<file path="src/rtl/f32_bcd_seq.sv">
// rtl/f32_bcd_seq.sv - sequential IEEE-754 float32 to fixed-point BCD converter
// Optional feature macro: F2B_EARLY_EXIT_EN (skip double dabble when the integer part is zero).
// Ports:
//   clk, rst_n                 clock, synchronous active-low reset
//   in_valid, in_ready, in_data   operand handshake (float32), accepted only in IDLE
//   out_valid, out_ready          result handshake, held in DONE until accepted
//   int_bcd                    INT_DIGITS BCD digits, least-significant digit in [3:0]
//   frac_bcd                   FRAC_DIGITS BCD digits, first digit after the point in the top nibble
//   sign, ovf, nan_inf         operand sign, integer overflow, exponent field all ones
module f32_bcd_seq #(
  parameter int INT_DIGITS  = 4,
  parameter int FRAC_DIGITS = 4
) (
  input  logic                      clk,
  input  logic                      rst_n,
  input  logic                      in_valid,
  output logic                      in_ready,
  input  logic [31:0]               in_data,
  output logic                      out_valid,
  input  logic                      out_ready,
  output logic [4*INT_DIGITS-1:0]   int_bcd,
  output logic [4*FRAC_DIGITS-1:0]  frac_bcd,
  output logic                      sign,
  output logic                      ovf,
  output logic                      nan_inf
);

  localparam int FW = 4 * FRAC_DIGITS;

  typedef enum logic [2:0] {IDLE, UNPACK, INT_DD, FRAC, DONE} state_t;

  state_t        state;
  logic [31:0]   op_q;
  logic [31:0]   bin_q;
  logic [39:0]   bcd_q;
  logic [23:0]   frac_q;
  logic [FW-1:0] fdig_q;
  logic [5:0]    cnt;
  logic          sign_q;
  logic          big_q;

  // Operand decode, consumed in UNPACK.
  logic [7:0]        exp_f;
  logic signed [9:0] e;
  logic [23:0]       m;
  logic [4:0]        lsh;
  logic [31:0]       int_u;
  logic [23:0]       frac_u;
  logic              big;

  always_comb begin
    exp_f  = op_q[30:23];
    e      = $signed({2'b00, exp_f}) - 10'sd127;
    m      = (exp_f == 8'd0) ? 24'd0 : {1'b1, op_q[22:0]};
    // e+1 modulo 32; for e < -1 its negation is the right-shift distance.
    lsh    = e[4:0] + 5'd1;
    int_u  = 32'd0;
    frac_u = 24'd0;
    big    = 1'b0;
    if (e > 10'sd31)
      big = 1'b1;
    else if (e >= 10'sd24)
      int_u = {8'd0, m} << (e[4:0] - 5'd23);
    else if (e >= 10'sd0)
      int_u = {8'd0, m} >> (5'd23 - e[4:0]);
    if (e >= -10'sd1 && e <= 10'sd22)
      frac_u = m << lsh;
    else if (e >= -10'sd24 && e < -10'sd1)
      frac_u = m >> (5'd0 - lsh);
  end

  // One fraction digit per cycle: the carry out of f*10 above bit 23.
  logic [27:0]   prod;
  logic [FW-1:0] fdig_next;
  logic          hi_nz;

  always_comb begin
    prod      = {4'd0, frac_q} * 28'd10;
    fdig_next = (fdig_q << 4) | FW'(prod[27:24]);
    hi_nz     = 1'b0;
    for (int i = 0; i < 10; i++) begin
      if (i >= INT_DIGITS && bcd_q[4*i +: 4] != 4'd0)
        hi_nz = 1'b1;
    end
  end

  function automatic logic [39:0] dd_adj(input logic [39:0] b);
    logic [39:0] r;
    r = b;
    for (int i = 0; i < 10; i++) begin
      if (r[4*i +: 4] >= 4'd5)
        r[4*i +: 4] = r[4*i +: 4] + 4'd3;
    end
    return r;
  endfunction

  always_ff @(posedge clk) begin
    if (!rst_n) begin
      state     <= IDLE;
      in_ready  <= 1'b0;
      out_valid <= 1'b0;
      int_bcd   <= '0;
      frac_bcd  <= '0;
      sign      <= 1'b0;
      ovf       <= 1'b0;
      nan_inf   <= 1'b0;
      op_q      <= '0;
      bin_q     <= '0;
      bcd_q     <= '0;
      frac_q    <= '0;
      fdig_q    <= '0;
      cnt       <= '0;
      sign_q    <= 1'b0;
      big_q     <= 1'b0;
    end else begin
      case (state)
        IDLE: begin
          in_ready <= 1'b1;
          if (in_valid && in_ready) begin
            op_q     <= in_data;
            in_ready <= 1'b0;
            state    <= UNPACK;
          end
        end
        UNPACK: begin
          sign_q <= op_q[31];
          big_q  <= big;
          bin_q  <= int_u;
          frac_q <= frac_u;
          bcd_q  <= '0;
          fdig_q <= '0;
          cnt    <= '0;
          if (exp_f == 8'hFF) begin
            // out_valid follows one cycle later, from DONE itself.
            int_bcd  <= '1;
            frac_bcd <= '1;
            sign     <= op_q[31];
            ovf      <= 1'b0;
            nan_inf  <= 1'b1;
            state    <= DONE;
          end
`ifdef F2B_EARLY_EXIT_EN
          else if (int_u == 32'd0)
            state <= FRAC;
`endif
          else
            state <= INT_DD;
        end
        INT_DD: begin
          {bcd_q, bin_q} <= {dd_adj(bcd_q), bin_q} << 1;
          cnt <= cnt + 6'd1;
          if (cnt == 6'd31) begin
            cnt   <= '0;
            state <= FRAC;
          end
        end
        FRAC: begin
          frac_q <= prod[23:0];
          fdig_q <= fdig_next;
          cnt    <= cnt + 6'd1;
          if (cnt == 6'(FRAC_DIGITS - 1)) begin
            cnt       <= '0;
            int_bcd   <= bcd_q[4*INT_DIGITS-1:0];
            frac_bcd  <= fdig_next;
            sign      <= sign_q;
            ovf       <= big_q | hi_nz;
            nan_inf   <= 1'b0;
            out_valid <= 1'b1;
            state     <= DONE;
          end
        end
        DONE: begin
          if (!out_valid) begin
            out_valid <= 1'b1;
          end else if (out_ready) begin
            out_valid <= 1'b0;
            in_ready  <= 1'b1;
            state     <= IDLE;
          end
        end
        default: state <= IDLE;
      endcase
    end
  end

endmodule

</file>
<file path="config.mk">
export PLATFORM = sky130hd
export DESIGN_NAME = f32_bcd_seq
export DESIGN_NICKNAME = d
export VERILOG_FILES = /design/src/rtl/f32_bcd_seq.sv
export SDC_FILE = /design/constraint.sdc
export NUM_CORES = 1
export LEC_CHECK = 0
export ABC_AREA = 1
export BUFFER_PORTS_ARGS = -buffer_cell sky130_fd_sc_hd__buf_4
export CAP_MARGIN = 20
export CORE_UTILIZATION = 53
export CTS_CLUSTER_SIZE = 20
export DETAILED_ROUTE_END_ITERATION = 10
export PLACE_DENSITY = 0.73
export SYNTH_ARGS = -nofsm -noshare
export SYNTH_HDL_FRONTEND = slang
export SYNTH_SLANG_ARGS = --single-unit
</file>
<file path="constraint.sdc">
create_clock -name clk -period 3.3 [get_ports clk]
set_input_delay 0.165 -clock clk [delete_from_list [all_inputs] [get_ports clk]]
set_output_delay 0.165 -clock clk [all_outputs]
set_load 0.05 [all_outputs]
</file>
# == After elaboration in Yosys (flattened, before gate mapping) ==
# Cells that the tools add are included.
# word_totals
register_bits,188
inputBits,36
out_inout_bits,37
elab_cells,149
# op_classes
addsub,16
mul,1
order_cmp,17
eq_ne,13
shifts,4
mux,59
bitwise_logic,2
reduce_logical,21
# op_table
cell,n
$mux 32,3
$pmux 40 s2,1
$mux 24,3
$pmux 16 s2,2
$pmux 32 s2,1
$mux 16,3
$pmux 24 s2,1
$ge 4x3->1 const B,10
$add 4x2->4 const B,9
$mux 4,9
$shl 24x5->32,1
$shr 24x5->32,1
$mul 24x3->27 const B,1
$pmux 12 s2,1
$reduce_bool 4->1,6
$shl 24x5->24,1
$shr 24x5->24,1
$mux 3,7
$mux 1,19
$ge 9x1->1 const B,2
$ge 9x6->1 const B,2
$pmux 6 s3,1
$or 16x4->16,1
$pmux 3 s5,1
other kinds (28),46

# == Depth between registers and ports, before layout ==
# Gate-level depths: netlist of the first run.
# logic_depth
word_depth,10
depth_mapped,23
ltp_nobuf,19

# == Worst setup path after synthesis of the first run ==
# No wires, ideal clock.
# synth_timing
path_type,flip-flop to flip-flop
start,register op_q[23]
end,register frac_q[15]
setup_time_ns,0.128
t_arrival_ns,2.963
required_ns,3.172
setup_slack_ns,0.210
path_stages_with_launch,21
path_buffers,5
period_less_slack_ns,3.090
cell_sequence,dfxtp_1 -> buf_2 -> inv_2 -> buf_2 -> buf_1 -> ha_1 -> buf_2 -> inv_2 -> nor2_2 -> nand2_1 -> inv_1 -> nand2_1 -> nand2_4 -> nand2_2 -> xnor2_4 -> nor2_4 -> buf_4 -> nand2_1 -> nand2_1 -> a21oi_1 -> nor2_1
# synth_between
elab_chain_cells,7
word_cells_on_any_way,16
cone_classes,add/sub: 3; order compare: 4; shift: 2; mux: 4; reduce/logical: 3
# synth_lines
element,line,source
from (decl),33,logic [31:0] op_q;
from (signal assigned),120,op_q <= in_data;
$sub 8x7->9,53,"e = $signed({2'b00, exp_f}) - 10'sd127;"
$add 5x1->5,56,lsh = e[4:0] + 5'd1;
$sub 1x5->5,69,frac_u = m >> (5'd0 - lsh);
$shr 24x5->24,69,
$mux 24,68,else if (e >= -10'sd24 && e < -10'sd1)
$mux 24 (*),66,if (e >= -10'sd1 && e <= 10'sd22)
$pmux 24 s2 (*),116,case (state)
to (signal assigned),129,frac_q <= frac_u;
to (signal assigned),158,frac_q <= prod[23:0];
to (decl),36,logic [23:0] frac_q;
# Every way passes the cells marked *; elsewhere a longest branch is shown, timed or not.
# A chain may end at the register's enable or synchronous reset.

# == Worst setup path in the final report of the first run ==
# layout_timing
start,register op_q[24]
end,register frac_q[12]
# The elaborated chain is that of the path after synthesis.

==> results.sh, run 1 <==
export IMPL_antenna_left=0
export IMPL_hold_viol=6
export IMPL_cts_tree="done"
export IMPL_dp_cells=2534
export IMPL_drv_slew=0
export IMPL_power_leakage_nw=7.11
export IMPL_critPathKind="reg -> reg"
export IMPL_setup_viol=0
export IMPL_drt_first_pass_iters=6
export IMPL_post_route_period_util_pct=92.4
export IMPL_post_cts_resized=0
export IMPL_final_min_clock_period_ps=3050
export IMPL_finish_utilization_pct=60.5
export IMPL_h_tree_depth=4
export IMPL_initial_core_util_pct=54.0
export IMPL_critPathLaunchType="register"
export IMPL_core_area_mm2=0.0253
export IMPL_power_density_mw_per_mm2=795
export IMPL_syn_area_mm2=0.0136
export IMPL_synth_edf_count=0
export IMPL_setup_tns_ps=0
export IMPL_nFillCells=2465
export IMPL_worstPathRequired_ps=3690
export IMPL_ys_warnings_count=0
export IMPL_clock_sinks=188
export IMPL_die_w_um=162
export IMPL_avgSynthCellArea_um2=6.21
export IMPL_final_cell_mix="nand2_1, nand3_1, inv_1"
export IMPL_violations="hold timing"
export IMPL_vias=14800
export IMPL_place_congestion=1.13
export IMPL_post_cts_buffers=0
export IMPL_globalRouteOverflowTotal=0
export IMPL_clk_latency_ps=470
export IMPL_cp_arrival_ps=3440
export IMPL_clockRootBuffer="clkbuf_16"
export IMPL_place_hpwl_um=34100
export IMPL_critPathBufInv=6
export IMPL_antenna_cells=0
export IMPL_cp_cell_sequence="inv_1 > ha_1 > inv_2 > buf_4 > nand2_1 > nand2_1 > buf_4 > o21ai_0 > nand2_1 > nand2_1 > inv_1 > o21ai_0 > buf_4 > o21ai_0 > nand2_1 > a21oi_1"
export IMPL_final_common_cell="nand2_1"
export IMPL_grt_util_all_layers_pct=34.7
export IMPL_cts_made_buffers=17
export IMPL_path_clk_slew_ps=70
export IMPL_rsz0062_at_grt="no"
export IMPL_vias_per_cell=5.74
export IMPL_cp_top_family="buffers and inverters"
export IMPL_hp_class="in -> reg"
export IMPL_cp_slowest_cell="dfxtp_1"
export IMPL_max_freq_mhz=328
export IMPL_port_buffers=72
export IMPL_drt_iter0_drc=1642
export IMPL_outcome="complete, but fails checks"
export IMPL_async_flop_share_pct=0
export IMPL_yosysUniqueCellTypes=53
export IMPL_crit_path_end_kind="register"
export IMPL_ios=73
export IMPL_layout_area_overhead_vs_synth_pct=12.0
export IMPL_seq_area_frac_synth_pct=27.6
export IMPL_power_mw=12.1
export IMPL_hold_buffers=18
export IMPL_whs_ps=-9.05
export IMPL_antenna_found_initial=0
export IMPL_grt_pass1_wl_um=71900
export IMPL_slowest_delay_ps=430
export IMPL_tightest_slew_ps=784
export IMPL_crit_top_cell="nand2_1"
export IMPL_drt_wl_total_um=45900
export IMPL_die_area_mm2=0.0264
export IMPL_yosys_most_used_dff="dfxtp_1"
export IMPL_cap_viol_max_count=0
export IMPL_finalInstanceArea_mm2=0.0153
export IMPL_skew_ps=32.8
export IMPL_placedInstanceArea_mm2=0.0145
export IMPL_clock_path_buffers=2
export IMPL_slew_limit_headroom_pct=47.7
export IMPL_vdd_drop_max_uv=587
export IMPL_grt_pass1_vias=13400
export IMPL_syn_inst=2198
export IMPL_drive_above_1_share_pct=8.61
export IMPL_num_rows=58
export IMPL_die_y_um=162
export IMPL_critPathMaxFanout=24
export IMPL_fin_nets=2355
export IMPL_syn_nets=2312
export IMPL_fin_cells=2584
export IMPL_wire_per_inst_um=17.8
export IMPL_drc=0
export IMPL_synth_seq_cells=188
export IMPL_grt_max_degree=81
[cells by family after synthesis]
group                      Yosys count  synth area share [%]
DFF                                188                  27.6
and+or+nand+nor                   1057                  33.1
xor gates and xnor gates            26                  2.22
AOI/OAI and AO/OA                  465                  19.0
buffers and inverters              384                  11.0
adders and majority gates           78                  7.21
[report_power, final]
part | internal (mW) | leakage, nW | switching [mW]
Clock | 1.05 | 0.295 | 1.09
Combinational | 1.96 | 5.29 | 5.35
Sequential | 2.50 | 1.52 | 0.203
Total | 5.51 | 7.11 | 6.64
[cell usage after synthesis (2+ instances only)]
| cell | number | area [um^2] |
|---|---|---|
| nand2_1 | 581 | 2180 |
| nand3_1 | 296 | 1480 |
| inv_1 | 256 | 961 |
| a21oi_1 | 208 | 1040 |
| dfxtp_1 | 188 | 3760 |
| o21ai_0 | 142 | 711 |
| nor2_1 | 122 | 458 |
| ha_1 | 77 | 963 |
| clkbuf_1 | 61 | 229 |
| o221ai_1 | 33 | 289 |
| o22ai_1 | 27 | 169 |
| buf_2 | 22 | 110 |
| nor3_1 | 19 | 95.1 |
| buf_1 | 18 | 67.6 |
| inv_2 | 17 | 63.8 |
| xor2_1 | 17 | 149 |
| nand4_1 | 14 | 87.6 |
| o21ai_1 | 14 | 70.1 |
| a31oi_1 | 9 | 56.3 |
| o211ai_1 | 9 | 67.6 |
| buf_4 | 7 | 52.6 |
| nand2_2 | 4 | 25.0 |
| nand2_4 | 4 | 45.0 |
| nor2_2 | 4 | 25.0 |
| o21bai_1 | 4 | 30.0 |
| xor2_2 | 4 | 65.1 |
| a22o_1 | 3 | 26.3 |
| clkinv_1 | 3 | 11.3 |
| nand3_2 | 3 | 30.0 |
| o31ai_1 | 3 | 22.5 |
| a211o_1 | 2 | 17.5 |
| a211oi_1 | 2 | 15.0 |
| a22oi_1 | 2 | 15.0 |
| nor4_1 | 2 | 12.5 |
| or2_2 | 2 | 12.5 |
| xnor2_1 | 2 | 17.5 |
[stage by stage]
| step | hold slack, ps | setup WS, ps |
|---|---|---|
| CTS | 1.31 | 338 |
| finish | -9.05 | 250 |
| detailed placement | 436 | 357 |
| global placement | 433 | 449 |
| floorplan | 358 | 210 |
| global route | 18.0 | 0.522 |
[flip-flops by register name (all words and copies together), names as in the netlist, 3 cells and up]
register  cells
cnt           6
bcd_q        40
op_q         32
int_bcd      16
fdig_q       12
bin_q        32
frac_bcd     16
frac_q       24
state         3
[path summary, 6_finish.rpt]
kind,startpoint,end,slack [ps],depth (start not counted)
min,in_data[0],op_q[0]$_SDFFE_PN0P_,-9,3
min reg2reg,op_q[16]$_SDFFE_PN0P_,op_q[16]$_SDFFE_PN0P_,450,2
max reg2reg,op_q[24]$_SDFFE_PN0P_,frac_q[12]$_SDFFE_PN0P_,250,16
max,op_q[24]$_SDFFE_PN0P_,frac_q[12]$_SDFFE_PN0P_,250,16
[worst register-to-register path, stage by stage, from the launching register on]
cell	delay, ps
dfxtp_1	430
inv_1	120
ha_1	330
inv_2	70
buf_4	260
nand2_1	80
nand2_1	130
buf_4	210
o21ai_0	180
nand2_1	100
nand2_1	110
inv_1	100
o21ai_0	90
buf_4	170
o21ai_0	360
nand2_1	110
a21oi_1	130
[layer usage]
metal	GRT usage, %	vias up	wire, um
met1	48.4	6817	20800
met5	0	-	0
li1	-	7360	-
met3	4.63	72	3160
met4	12.5	0	1500
met2	54.3	577	20400
[cell type report]
cell class                      instances  area (um^2)  area share, %
Multi-Input combinational cell       1626         8400           55.0
Sequential cell                       188         3760           24.6
Inverter                              276         1040           6.79
Timing Repair Buffer                  132         1060           6.94
Clock buffer                           18          439           2.87
Tap cell                              330          413           2.70
Clock inverter                         14          168           1.10
No activity file was read; power rests on OpenSTA's default activity.
==> inputs of run 2 (changes only) <==
- REMOVE_ABC_BUFFERS: default -> 1
==> run 2 against run 1 <==
The run still ends with hold timing left. Register-to-register slack lost 40 ps. Critical path depth decreased by 2. Clock skew decreased by 9.8 ps. Setup slack worse by 41 ps. Sequential share of layout area is 0.28 points higher. Hold slack better by 8.5 ps. Largest cell class unchanged.
==> results.sh, run 2 (synthesis results as in run 1) <==
export IMPL_antenna_left=0
export IMPL_setup_tns_ps=0
export IMPL_whs_ps=-0.586
export IMPL_multi_input_area_mm2=0.00840
export IMPL_drt_first_pass_iters=9
export IMPL_drt_wl_total_um=44200
export IMPL_violations="hold timing"
export IMPL_slew_limit_headroom_pct=46.3
export IMPL_wire_per_inst_um=17.2
export IMPL_vias_per_cell=5.76
export IMPL_regMostFlops="bcd_q"
export IMPL_final_common_cell="nand2_1"
export IMPL_hp_class="in -> reg"
export IMPL_finalInstanceArea_mm2=0.0151
export IMPL_vias=14800
export IMPL_die_area_mm2=0.0264
export IMPL_crit_path_end_kind="register"
export IMPL_die_y_um=162
export IMPL_critPathMaxFanout=30
export IMPL_finalWorstSetupSlack_ps=209
export IMPL_finish_utilization_pct=59.8
export IMPL_die_w_um=162
export IMPL_rsz0062_at_grt="no"
export IMPL_final_min_clock_period_ps=3090
export IMPL_grt_pass1_wl_um=70900
export IMPL_nFillCells=2553
export IMPL_clock_path_buffers=2
export IMPL_place_congestion=1.04
export IMPL_max_freq_mhz=324
export IMPL_placedInstanceArea_mm2=0.0144
export IMPL_power_leakage_nw=7.03
export IMPL_power_density_mw_per_mm2=806
export IMPL_clockRootBuffer="clkbuf_16"
export IMPL_clock_sinks=188
export IMPL_num_rows=58
export IMPL_drive_above_1_share_pct=8.27
export IMPL_cp_arrival_ps=3450
export IMPL_power_mw=12.2
export IMPL_drt_iter0_drc=1378
export IMPL_critPathKind="reg -> reg"
export IMPL_cap_viol_max_count=0
export IMPL_critPathLaunchType="register"
export IMPL_initial_core_util_pct=54.0
export IMPL_cts_made_buffers=17
export IMPL_port_buffers=72
export IMPL_core_area_mm2=0.0253
export IMPL_worstPathRequired_ps=3660
export IMPL_pre_cts_slack_ps=315
export IMPL_final_cell_mix="nand2_1, nand3_1, inv_1"
export IMPL_fin_nets=2338
export IMPL_largest_reg_flops=40
export IMPL_antenna_cells=0
export IMPL_top_regs="bcd_q x40, bin_q x32, op_q x32"
export IMPL_drv_slew=0
export IMPL_layout_area_overhead_vs_synth_pct=10.7
export IMPL_cts_tree="done"
export IMPL_ios=73
export IMPL_hold_viol=1
export IMPL_post_route_period_util_pct=93.7
export IMPL_h_tree_depth=4
export IMPL_grt_util_all_layers_pct=33.9
export IMPL_drc=0
export IMPL_globalRouteOverflowTotal=0
export IMPL_skew_ps=23.0
export IMPL_grt_pass1_vias=13600
export IMPL_tightest_slew_ps=805
export IMPL_antenna_found_initial=0
export IMPL_grt_max_degree=84
export IMPL_outcome="complete, but fails checks"
export IMPL_clk_latency_ps=440
export IMPL_place_hpwl_um=33000
export IMPL_path_clk_slew_ps=90
export IMPL_vdd_drop_max_uv=753
export IMPL_post_cts_resized=0
export IMPL_seqCellArea_mm2=0.00376
export IMPL_setup_viol=0
==> run 2: cell count changes in the layout (fill, tap and decap cells not counted), sizes merged <==
cell	previous run	this run
buf	114	106
clkbuf	18	17
clkinv	12	11
dlygate4sd3	18	9
inv	278	279
==> run 2: report_power, final <==
part           switching, mW  internal (mW)
Combinational           5.45           1.92
Sequential             0.200           2.50
Clock                   1.09           1.03
Total                   6.73           5.46
==> run 2: path summary, 6_finish.rpt <==
kind | start | endpoint | slack [ps] | depth (start not counted)
worst min-delay path | in_data[17] | op_q[17]$_SDFFE_PN0P_ | -0.6 | 3
worst min register to register | op_q[18]$_SDFFE_PN0P_ | op_q[18]$_SDFFE_PN0P_ | 450 | 2
worst max-delay path | op_q[24]$_SDFFE_PN0P_ | bin_q[19]$_SDFFE_PN0P_ | 210 | 14
worst max register to register | op_q[24]$_SDFFE_PN0P_ | bin_q[19]$_SDFFE_PN0P_ | 210 | 14
==> run 2: critical path, cell delays in order, from the launching register on <==
cell and delay, ps:
dfxtp_1 430, inv_1 120, ha_1 220, nand2_1 70
nor2_1 50, nand2_2 380, buf_4 270, nand2_1 60
nand2_1 80, nand3_1 110, a21oi_2 410, nand2_1 190
o21ai_0 320, nand2_1 110, a21oi_1 190
==> run 2: final cells by class <==
class                           instances  area share (%)
Sequential cell                       188            24.9
Clock buffer                           17            2.81
Tap cell                              330            2.73
Inverter                              276            6.86
Clock inverter                         14            1.16
Timing Repair Buffer                  115            5.94
Multi-Input combinational cell       1626            55.6
==> run 2: what timing repair did <==
item	CTS	global route
buffers inserted	0	0
hold endpoints to repair	9	0
hold buffers	9	0
==> run 2: routing by layer <==
metal  GRT usage (%)  share of wire (%)  vias to the layer above
li1                -                  -                     7342
met1            45.0                 44                     6780
met2            54.9                 46                      552
met3            5.58                7.4                       94
met4            13.1                3.2                        0
met5               0                  0                        -
==> run 2: stage by stage <==
stage,hold WS (ps),cells
4_1_cts,0.302,2566
5_1_grt,7.32,2566
2_1_floorplan,263,2090
3_3_place_gp,434,2526
6_report,-0.586,2566
3_5_place_dp,438,2526
